File: src/rtl/loop_gain_scheduler_if.sv
// loop_gain_scheduler_if
// Groups the scheduler's data-path signals: the phase-error sample and enable
// coming in from the phase-detector side, and the scheduled gains, gear and
// status going out to the loop filter.
//   enable_i      : 0 forces and holds ACQUIRE
//   error_i       : signed phase-error word, sampled every cycle
//   kp_o / ki_o   : scheduled proportional / integral gain
//   gear_o        : 0 = ACQUIRE, 1 = TRACK, 2 = LOCKED
//   locked_o      : high while in LOCKED
//   gear_change_o : one-cycle pulse after every state change
// Modports: master = phase-detector / controlling side, slave = scheduler.
interface loop_gain_scheduler_if #(
  parameter int ERROR_WIDTH = 8,
  parameter int KP_WIDTH    = 3,
  parameter int KI_WIDTH    = 4
);
  logic                          enable_i;
  logic signed [ERROR_WIDTH-1:0] error_i;
  logic [KP_WIDTH-1:0]           kp_o;
  logic [KI_WIDTH-1:0]           ki_o;
  logic [1:0]                    gear_o;
  logic                          locked_o;
  logic                          gear_change_o;

  modport master (
    output enable_i, error_i,
    input  kp_o, ki_o, gear_o, locked_o, gear_change_o
  );

  modport slave (
    input  enable_i, error_i,
    output kp_o, ki_o, gear_o, locked_o, gear_change_o
  );
endinterface

File: src/rtl/loop_gain_scheduler.sv
// loop_gain_scheduler
// Gear-shifting gain scheduler for the ADPLL loop filter. Watches the phase
// error, starts with wide acquisition gains, narrows them as the error settles
// and flags lock; loss of lock falls back to the acquisition gains.
// Ports:
//   gen_clk_i : single clock
//   reset_n_i : asynchronous active-low reset
//   bus       : loop_gain_scheduler_if.slave (enable_i, error_i in;
//               kp_o, ki_o, gear_o, locked_o, gear_change_o out)
// Configuration macro: LGS_TRACK_GEAR_EN
//   defined   -> ACQUIRE -> TRACK -> LOCKED three-gear machine
//   undefined -> ACQUIRE advances straight to LOCKED; TRACK is never entered
module loop_gain_scheduler #(
  parameter int               ERROR_WIDTH   = 8,
  parameter int               KP_WIDTH      = 3,
  parameter int               KI_WIDTH      = 4,
  parameter logic [KP_WIDTH-1:0] KP_ACQ     = 3'b100,
  parameter logic [KI_WIDTH-1:0] KI_ACQ     = 4'b0100,
  parameter logic [KP_WIDTH-1:0] KP_TRK     = 3'b010,
  parameter logic [KI_WIDTH-1:0] KI_TRK     = 4'b0010,
  parameter logic [KP_WIDTH-1:0] KP_LCK     = 3'b001,
  parameter logic [KI_WIDTH-1:0] KI_LCK     = 4'b0001,
  parameter int               LOCK_THRESH   = 2,
  parameter int               UNLOCK_THRESH = 8,
  parameter int               LOCK_COUNT    = 16,
  parameter int               UNLOCK_COUNT  = 4,
  parameter int               SETTLE_CYCLES = 8,
  parameter int               CNT_WIDTH     = 8
) (
  input logic               gen_clk_i,
  input logic               reset_n_i,
  loop_gain_scheduler_if.slave bus
);

  typedef enum logic [1:0] {
    ACQUIRE = 2'd0,
    TRACK   = 2'd1,
    LOCKED  = 2'd2
  } state_t;

  localparam logic [CNT_WIDTH-1:0]   LOCK_CNT_C   = CNT_WIDTH'(LOCK_COUNT);
  localparam logic [CNT_WIDTH-1:0]   UNLOCK_CNT_C = CNT_WIDTH'(UNLOCK_COUNT);
  localparam logic [CNT_WIDTH-1:0]   SETTLE_C     = CNT_WIDTH'(SETTLE_CYCLES);
  localparam logic [ERROR_WIDTH-1:0] LOCK_TH      = ERROR_WIDTH'(LOCK_THRESH);
  localparam logic [ERROR_WIDTH-1:0] UNLOCK_TH    = ERROR_WIDTH'(UNLOCK_THRESH);
  localparam logic [ERROR_WIDTH-1:0] MAG_MAX      = {1'b0, {(ERROR_WIDTH-1){1'b1}}};
  localparam logic [ERROR_WIDTH-1:0] ERR_MIN      = {1'b1, {(ERROR_WIDTH-1){1'b0}}};

  state_t                 state_reg, state_next;
  logic [CNT_WIDTH-1:0]   lock_cnt_reg, lock_cnt_next;
  logic [CNT_WIDTH-1:0]   unlock_cnt_reg, unlock_cnt_next;
  logic [CNT_WIDTH-1:0]   settle_reg, settle_next;
  logic [KP_WIDTH-1:0]    kp_reg, kp_next;
  logic [KI_WIDTH-1:0]    ki_reg, ki_next;
  logic                   locked_reg, locked_next;
  logic                   change_reg, change_next;

  logic [ERROR_WIDTH-1:0] err_mag;
  logic                   in_window, out_window;
  logic [CNT_WIDTH-1:0]   lock_inc, unlock_inc;

  // Saturating magnitude: the most negative code has no positive twin, so it
  // is clamped to the largest positive value instead of wrapping to itself.
  always_comb begin
    err_mag = bus.error_i;
    if (bus.error_i[ERROR_WIDTH-1]) begin
      if (bus.error_i == ERR_MIN) err_mag = MAG_MAX;
      else                        err_mag = -bus.error_i;
    end
  end

  assign in_window  = (err_mag <= LOCK_TH);
  assign out_window = (err_mag >  UNLOCK_TH);

  // Counters stop at their terminal value instead of wrapping.
  assign lock_inc   = (lock_cnt_reg   == LOCK_CNT_C)   ? lock_cnt_reg   : lock_cnt_reg + 1'b1;
  assign unlock_inc = (unlock_cnt_reg == UNLOCK_CNT_C) ? unlock_cnt_reg : unlock_cnt_reg + 1'b1;

  always_comb begin
    state_next      = state_reg;
    lock_cnt_next   = lock_cnt_reg;
    unlock_cnt_next = unlock_cnt_reg;
    settle_next     = settle_reg;

    if (!bus.enable_i) begin
      state_next      = ACQUIRE;
      lock_cnt_next   = '0;
      unlock_cnt_next = '0;
      settle_next     = (settle_reg != '0) ? settle_reg - 1'b1 : '0;
    end else if (settle_reg != '0) begin
      settle_next     = settle_reg - 1'b1;
      lock_cnt_next   = '0;
      unlock_cnt_next = '0;
    end else begin
      // Samples between the two thresholds clear both counters.
      lock_cnt_next   = in_window  ? lock_inc   : '0;
      unlock_cnt_next = out_window ? unlock_inc : '0;
      // The current sample counts toward the threshold, so the gear moves on
      // the same edge that registers the LOCK_COUNT-th in-window sample.
      case (state_reg)
        ACQUIRE: begin
          if (in_window && lock_inc == LOCK_CNT_C) begin
`ifdef LGS_TRACK_GEAR_EN
            state_next = TRACK;
`else
            state_next = LOCKED;
`endif
          end
        end
`ifdef LGS_TRACK_GEAR_EN
        TRACK: begin
          if (in_window && lock_inc == LOCK_CNT_C)
            state_next = LOCKED;
          else if (out_window && unlock_inc == UNLOCK_CNT_C)
            state_next = ACQUIRE;
        end
`endif
        LOCKED: begin
          if (out_window && unlock_inc == UNLOCK_CNT_C)
            state_next = ACQUIRE;
        end
        default: state_next = ACQUIRE;
      endcase
    end

    // Every state entry restarts the counters and opens a settle window.
    if (state_next != state_reg) begin
      lock_cnt_next   = '0;
      unlock_cnt_next = '0;
      settle_next     = SETTLE_C;
    end

    change_next = (state_next != state_reg);
    locked_next = (state_next == LOCKED);
    kp_next     = KP_ACQ;
    ki_next     = KI_ACQ;
    case (state_next)
      TRACK:   begin kp_next = KP_TRK; ki_next = KI_TRK; end
      LOCKED:  begin kp_next = KP_LCK; ki_next = KI_LCK; end
      default: begin kp_next = KP_ACQ; ki_next = KI_ACQ; end
    endcase
  end

  always_ff @(posedge gen_clk_i or negedge reset_n_i) begin
    if (!reset_n_i) begin
      state_reg      <= ACQUIRE;
      lock_cnt_reg   <= '0;
      unlock_cnt_reg <= '0;
      settle_reg     <= '0;
      kp_reg         <= KP_ACQ;
      ki_reg         <= KI_ACQ;
      locked_reg     <= 1'b0;
      change_reg     <= 1'b0;
    end else begin
      state_reg      <= state_next;
      lock_cnt_reg   <= lock_cnt_next;
      unlock_cnt_reg <= unlock_cnt_next;
      settle_reg     <= settle_next;
      kp_reg         <= kp_next;
      ki_reg         <= ki_next;
      locked_reg     <= locked_next;
      change_reg     <= change_next;
    end
  end

  assign bus.kp_o          = kp_reg;
  assign bus.ki_o          = ki_reg;
  assign bus.gear_o        = state_reg;
  assign bus.locked_o      = locked_reg;
  assign bus.gear_change_o = change_reg;

endmodule
File: src/flat_wrapper.sv
// flat-port wrapper written by rule: the top's interface ports become plain ports
module loop_gain_scheduler_flat 
#(
  parameter int               ERROR_WIDTH   = 8,
  parameter int               KP_WIDTH      = 3,
  parameter int               KI_WIDTH      = 4,
  parameter logic [KP_WIDTH-1:0] KP_ACQ     = 3'b100,
  parameter logic [KI_WIDTH-1:0] KI_ACQ     = 4'b0100,
  parameter logic [KP_WIDTH-1:0] KP_TRK     = 3'b010,
  parameter logic [KI_WIDTH-1:0] KI_TRK     = 4'b0010,
  parameter logic [KP_WIDTH-1:0] KP_LCK     = 3'b001,
  parameter logic [KI_WIDTH-1:0] KI_LCK     = 4'b0001,
  parameter int               LOCK_THRESH   = 2,
  parameter int               UNLOCK_THRESH = 8,
  parameter int               LOCK_COUNT    = 16,
  parameter int               UNLOCK_COUNT  = 4,
  parameter int               SETTLE_CYCLES = 8,
  parameter int               CNT_WIDTH     = 8
)
  (gen_clk_i, reset_n_i, bus_enable_i, bus_error_i, bus_kp_o, bus_ki_o, bus_gear_o, bus_locked_o, bus_gear_change_o);
  loop_gain_scheduler_if #(.ERROR_WIDTH(ERROR_WIDTH), .KP_WIDTH(KP_WIDTH), .KI_WIDTH(KI_WIDTH)) bus_i ();
  input logic gen_clk_i;
  input logic reset_n_i;
  input wire logic [$bits(bus_i.enable_i)-1:0] bus_enable_i;
  input wire logic [$bits(bus_i.error_i)-1:0] bus_error_i;
  output wire logic [$bits(bus_i.kp_o)-1:0] bus_kp_o;
  output wire logic [$bits(bus_i.ki_o)-1:0] bus_ki_o;
  output wire logic [$bits(bus_i.gear_o)-1:0] bus_gear_o;
  output wire logic [$bits(bus_i.locked_o)-1:0] bus_locked_o;
  output wire logic [$bits(bus_i.gear_change_o)-1:0] bus_gear_change_o;
  assign bus_i.enable_i = bus_enable_i;
  assign bus_i.error_i = bus_error_i;
  assign bus_kp_o = bus_i.kp_o;
  assign bus_ki_o = bus_i.ki_o;
  assign bus_gear_o = bus_i.gear_o;
  assign bus_locked_o = bus_i.locked_o;
  assign bus_gear_change_o = bus_i.gear_change_o;
  loop_gain_scheduler #(.ERROR_WIDTH(ERROR_WIDTH), .KP_WIDTH(KP_WIDTH), .KI_WIDTH(KI_WIDTH), .KP_ACQ(KP_ACQ), .KI_ACQ(KI_ACQ), .KP_TRK(KP_TRK), .KI_TRK(KI_TRK), .KP_LCK(KP_LCK), .KI_LCK(KI_LCK), .LOCK_THRESH(LOCK_THRESH), .UNLOCK_THRESH(UNLOCK_THRESH), .LOCK_COUNT(LOCK_COUNT), .UNLOCK_COUNT(UNLOCK_COUNT), .SETTLE_CYCLES(SETTLE_CYCLES), .CNT_WIDTH(CNT_WIDTH)) u_core (.gen_clk_i(gen_clk_i), .reset_n_i(reset_n_i), .bus(bus_i));
endmodule
File: config.mk
export PLATFORM = sky130hd
export DESIGN_NAME = loop_gain_scheduler_flat
export DESIGN_NICKNAME = d
export VERILOG_FILES = /design/src/rtl/loop_gain_scheduler_if.sv /design/src/rtl/loop_gain_scheduler.sv /design/src/flat_wrapper.sv
export SDC_FILE = /design/constraint.sdc
export NUM_CORES = 1
export LEC_CHECK = 0
export CAP_MARGIN = 20
export CORE_MARGIN = 4
export CORE_UTILIZATION = 51
export DETAILED_ROUTE_END_ITERATION = 10
export PLACE_DENSITY_LB_ADDON = 0.1
export RECOVER_POWER = 100
export SETUP_SLACK_MARGIN = 0.02
export SLEW_MARGIN = 20
export SYNTH_ARGS = -nofsm -noshare
export SYNTH_HDL_FRONTEND = slang
export SYNTH_SLANG_ARGS = --single-unit
File: constraint.sdc
create_clock -name gen_clk_i -period 2.2 [get_ports gen_clk_i]
set_clock_uncertainty 0.2 [all_clocks]
set_input_delay 0.33 -clock gen_clk_i [delete_from_list [all_inputs] [get_ports gen_clk_i]]
set_output_delay 0.33 -clock gen_clk_i [all_outputs]
set_load 0.02 [all_outputs]
==> impl_metrics.env <==
export IMPL_synth_seq_cells=30
export IMPL_timing_critical_path_required_ns=2.22
export IMPL_design_power_total_uw=1750
export IMPL_initial_core_util=0.537
export IMPL_slew_viol_final=0
export IMPL_power_static_leakage_uw=0.00137
export IMPL_fp_coreArea_sq_mm=0.00374
export IMPL_worst_hold_path_num_cells=2
export IMPL_crit_path_start_kind="flip-flop"
export IMPL_hp_class="flip-flop to flip-flop"
export IMPL_drtPass1Iterations=4
export IMPL_netlist_area_sq_mm=0.00201
export IMPL_maxSlewHeadroom=0.483
export IMPL_max_freq_mhz=395
export IMPL_route_antenna_remaining_nets=0
export IMPL_clkTransAtPathRegs_ns=0.07
export IMPL_die_h_microns=70.8
export IMPL_grt_max_degree=31
export IMPL_postSynth_asyncResetShare=1.00
export IMPL_antenna_diode_count=0
export IMPL_finalWorstSetupSlack_ns=-0.329
export IMPL_ordered_cell_list_for_the_critical_path="inv_2, ha_1, nor4bb_4, a221oi_2, o22ai_1, a211o_1, nor4_4, o21a_1, ha_1"
export IMPL_drt_wl_total_microns=6230
export IMPL_tightestPinTransition_ns=0.775
export IMPL_number_of_buffers_inserted_by_hold_repair_at_cts=0
export IMPL_reg2reg_depth=9
export IMPL_postLayoutCoreUtil=0.834
export IMPL_syn_area_per_cell_sq_um=9.40
export IMPL_finalWorstPathRequiredPeriod_ns=2.53
export IMPL_dr_iter_0_viols=112
export IMPL_final_setup_viol_count=11
export IMPL_nNetsFinal=322
export IMPL_worst_path_most_repeated_cell="sky130_fd_sc_hd__ha_1"
export IMPL_critical_path_peak_fanout=2
export IMPL_wl_per_cell_microns=17.7
export IMPL_vias=1995
export IMPL_power_per_cell_area_mw_per_mm2=561
export IMPL_synth_seq_area_share=0.374
export IMPL_postSynth_topFlopCell="sky130_fd_sc_hd__dfrtp_1"
export IMPL_area_growth_syn_to_layout_pct=55.2
export IMPL_io_pins=22
export IMPL_globalplace_congestion=0.869
export IMPL_cts_buffer_depth=2
export IMPL_gr_usage_all_layers=0.240
export IMPL_synth_enable_flop_cells=0
export IMPL_violations="setup timing"
export IMPL_worst_skew_pair_late_latency_ns=0.29
export IMPL_power_ir_vdd_worst_mv=0.344
export IMPL_fin_crit_sh=1.15
export IMPL_rows=22
export IMPL_post_synth_num_cell_types=60
export IMPL_die_footprint_sq_mm=0.00501
export IMPL_drcViolationCount=0
export IMPL_tritoncts_buffers=5
export IMPL_finalHoldViolations=0
export IMPL_clock_sinks=30
export IMPL_antenna_found_initial=0
export IMPL_critical_path_endpoint_type="flip-flop"
export IMPL_globalRouteOverflowTotal=0
export IMPL_synth_yosys_warnings=0
export IMPL_tritoncts="done"
export IMPL_synth_common_cells="29 x sky130_fd_sc_hd__dfrtp_1, 27 x sky130_fd_sc_hd__nor2_1, 14 x sky130_fd_sc_hd__inv_1, 12 x sky130_fd_sc_hd__xor2_1, 10 x sky130_fd_sc_hd__nand2_1"
export IMPL_worst_path_arrival_time_ns=2.55
export IMPL_global_route_wire_length_before_repair_microns=9360
export IMPL_grt_pass1_vias=2065
export IMPL_port_buffer_count=20
export IMPL_netlist_top_cells_area="sky130_fd_sc_hd__dfrtp_1 36%, sky130_fd_sc_hd__xor2_1 5.2%, sky130_fd_sc_hd__nor2_1 5.0%"
export IMPL_hpwlAfterDp_microns=3940
export IMPL_avgViaCountPerCell=5.67
export IMPL_die_w_microns=70.8
export IMPL_yosys_area_top_type="sky130_fd_sc_hd__dfrtp_1"
export IMPL_drive_above_1_share=0.441
export IMPL_post_synth_inst_count=214
export IMPL_post_place_ws_ns=-0.880
export IMPL_root_buffer="sky130_fd_sc_hd__clkbuf_8"
export IMPL_grt_setup_unrepaired="yes"
export IMPL_clock_tree_htree_level_count=2
export IMPL_yosys_cell_count_top_type="sky130_fd_sc_hd__dfrtp_1"
export IMPL_criticalPathCategory="flip-flop to flip-flop"
export IMPL_slowest_stage="sky130_fd_sc_hd__dfrtp_1"
export IMPL_crit_path_max_incr_delay_ns=0.39
export IMPL_syn_num_nets=233
export IMPL_run_status="finished with violations"
export IMPL_max_cap_viol_count=0
export IMPL_yosys_area_top_type_share=0.361
-- through the flow --
step | hold WS [ns] | instance area (sq um) | instances | TNS (ns)
2_1_floorplan | -0.166 | 2100 | 214 | -0.645
3_3_place_gp | 0.333 | 2690 | 325 | -14.94
3_5_place_dp | 0.343 | 2690 | 325 | -16.93
4_1_cts | 0.233 | 2990 | 348 | -1.40
5_1_grt | 0.382 | 3120 | 352 | -4.17
6_report | 0.356 | 3120 | 352 | -2.38
-- final cells by class --
class	count	area [sq um]
clock buffers	7	86.3
clock inverters	1	5.00
fillers	208	623
inverters	14	76.3
multi-input cells	157	1380
flip-flops and latches	30	752
well taps	48	60.1
repair buffers	95	766
-- cells by family after synthesis --
logic type / count (synthesis) / share of synthesized area
AOI/OAI and AO/OA: 33 / 0.128
xor gates and xnor gates: 21 / 0.0915
adders and majority gates: 8 / 0.0498
buffers and inverters: 27 / 0.0759
DFF: 30 / 0.374
muxes: 1 / 0.00498
other: 1 / 0.00187
and+or+nand+nor: 93 / 0.274
-- what timing repair did --
item / 4_1_cts / 5_1_grt
hold endpoints to repair: 0 / 0
gates resized for setup: 35 / 27
setup buffers: 15 / 5
endpoints found under the setup margin: 24 / 23
pin swaps: 13 / 15
-- worst paths after layout --
path,from,end,slack (ns)
min,u_core.settle_reg[7],u_core.settle_reg[7],0.36
max,u_core.lock_cnt_reg[0],u_core.bus.kp_o[2],-0.33
max reg2reg,u_core.lock_cnt_reg[0],u_core.bus.kp_o[2],-0.33
max in group asynchronous,reset_n_i,u_core.lock_cnt_reg[1],0.87
min in group asynchronous,reset_n_i,u_core.settle_reg[7],0.44
min reg2reg,u_core.settle_reg[7],u_core.settle_reg[7],0.36
-- power breakdown --
| part | internal, uW | leakage, uW | total [uW] | switching [uW] |
|---|---|---|---|---|
| Combinational | 294 | 0.000918 | 587 | 293 |
| Clock | 252 | 0.0000482 | 478 | 225 |
| Sequential | 629 | 0.000402 | 686 | 57.0 |
| Total | 1180 | 0.00137 | 1750 | 576 |
-- worst max-delay path, delay by kind of cell (launching register included) --
kind | cells | cell delay, ns
AO/OA/AOI/OAI | 4 | 0.93
adder cells (fa/ha/maj) | 2 | 0.43
buffers and inverters | 1 | 0.06
flip-flops | 1 | 0.39
AND/OR/NAND/NOR | 2 | 0.47
-- per-layer routing --
layer  global-route usage  part of all wire  up-vias
met4                0.121             0.031        0
met1                0.264              0.39      983
met5                    0                 0        -
met3               0.0469             0.034       18
li1                     -                 -      934
met2                0.434              0.55       60
-- layout by cell type, fill, tap and decap left out, types with 3 or more instances in the layout --
master                          synthesis  routed
sky130_fd_sc_hd__buf_4                  9      71
sky130_fd_sc_hd__dfrtp_1               29      29
sky130_fd_sc_hd__nor2_1                27      25
sky130_fd_sc_hd__xor2_1                12      12
sky130_fd_sc_hd__dlygate4sd3_1          0      11
sky130_fd_sc_hd__inv_1                 14      10
sky130_fd_sc_hd__xnor2_1                9       9
sky130_fd_sc_hd__nand2_1               10       8
sky130_fd_sc_hd__nand3_1                8       7
sky130_fd_sc_hd__o21ai_0                7       6
sky130_fd_sc_hd__nor3_1                 8       6
sky130_fd_sc_hd__clkbuf_8               0       6
sky130_fd_sc_hd__nor3_2                 3       3
sky130_fd_sc_hd__and3_1                 4       3
sky130_fd_sc_hd__nand4_1                3       3
sky130_fd_sc_hd__ha_4                   0       3
sky130_fd_sc_hd__ha_1                   8       3
sky130_fd_sc_hd__clkbuf_1               0       3
No activity file was read; power rests on OpenSTA's default activity.
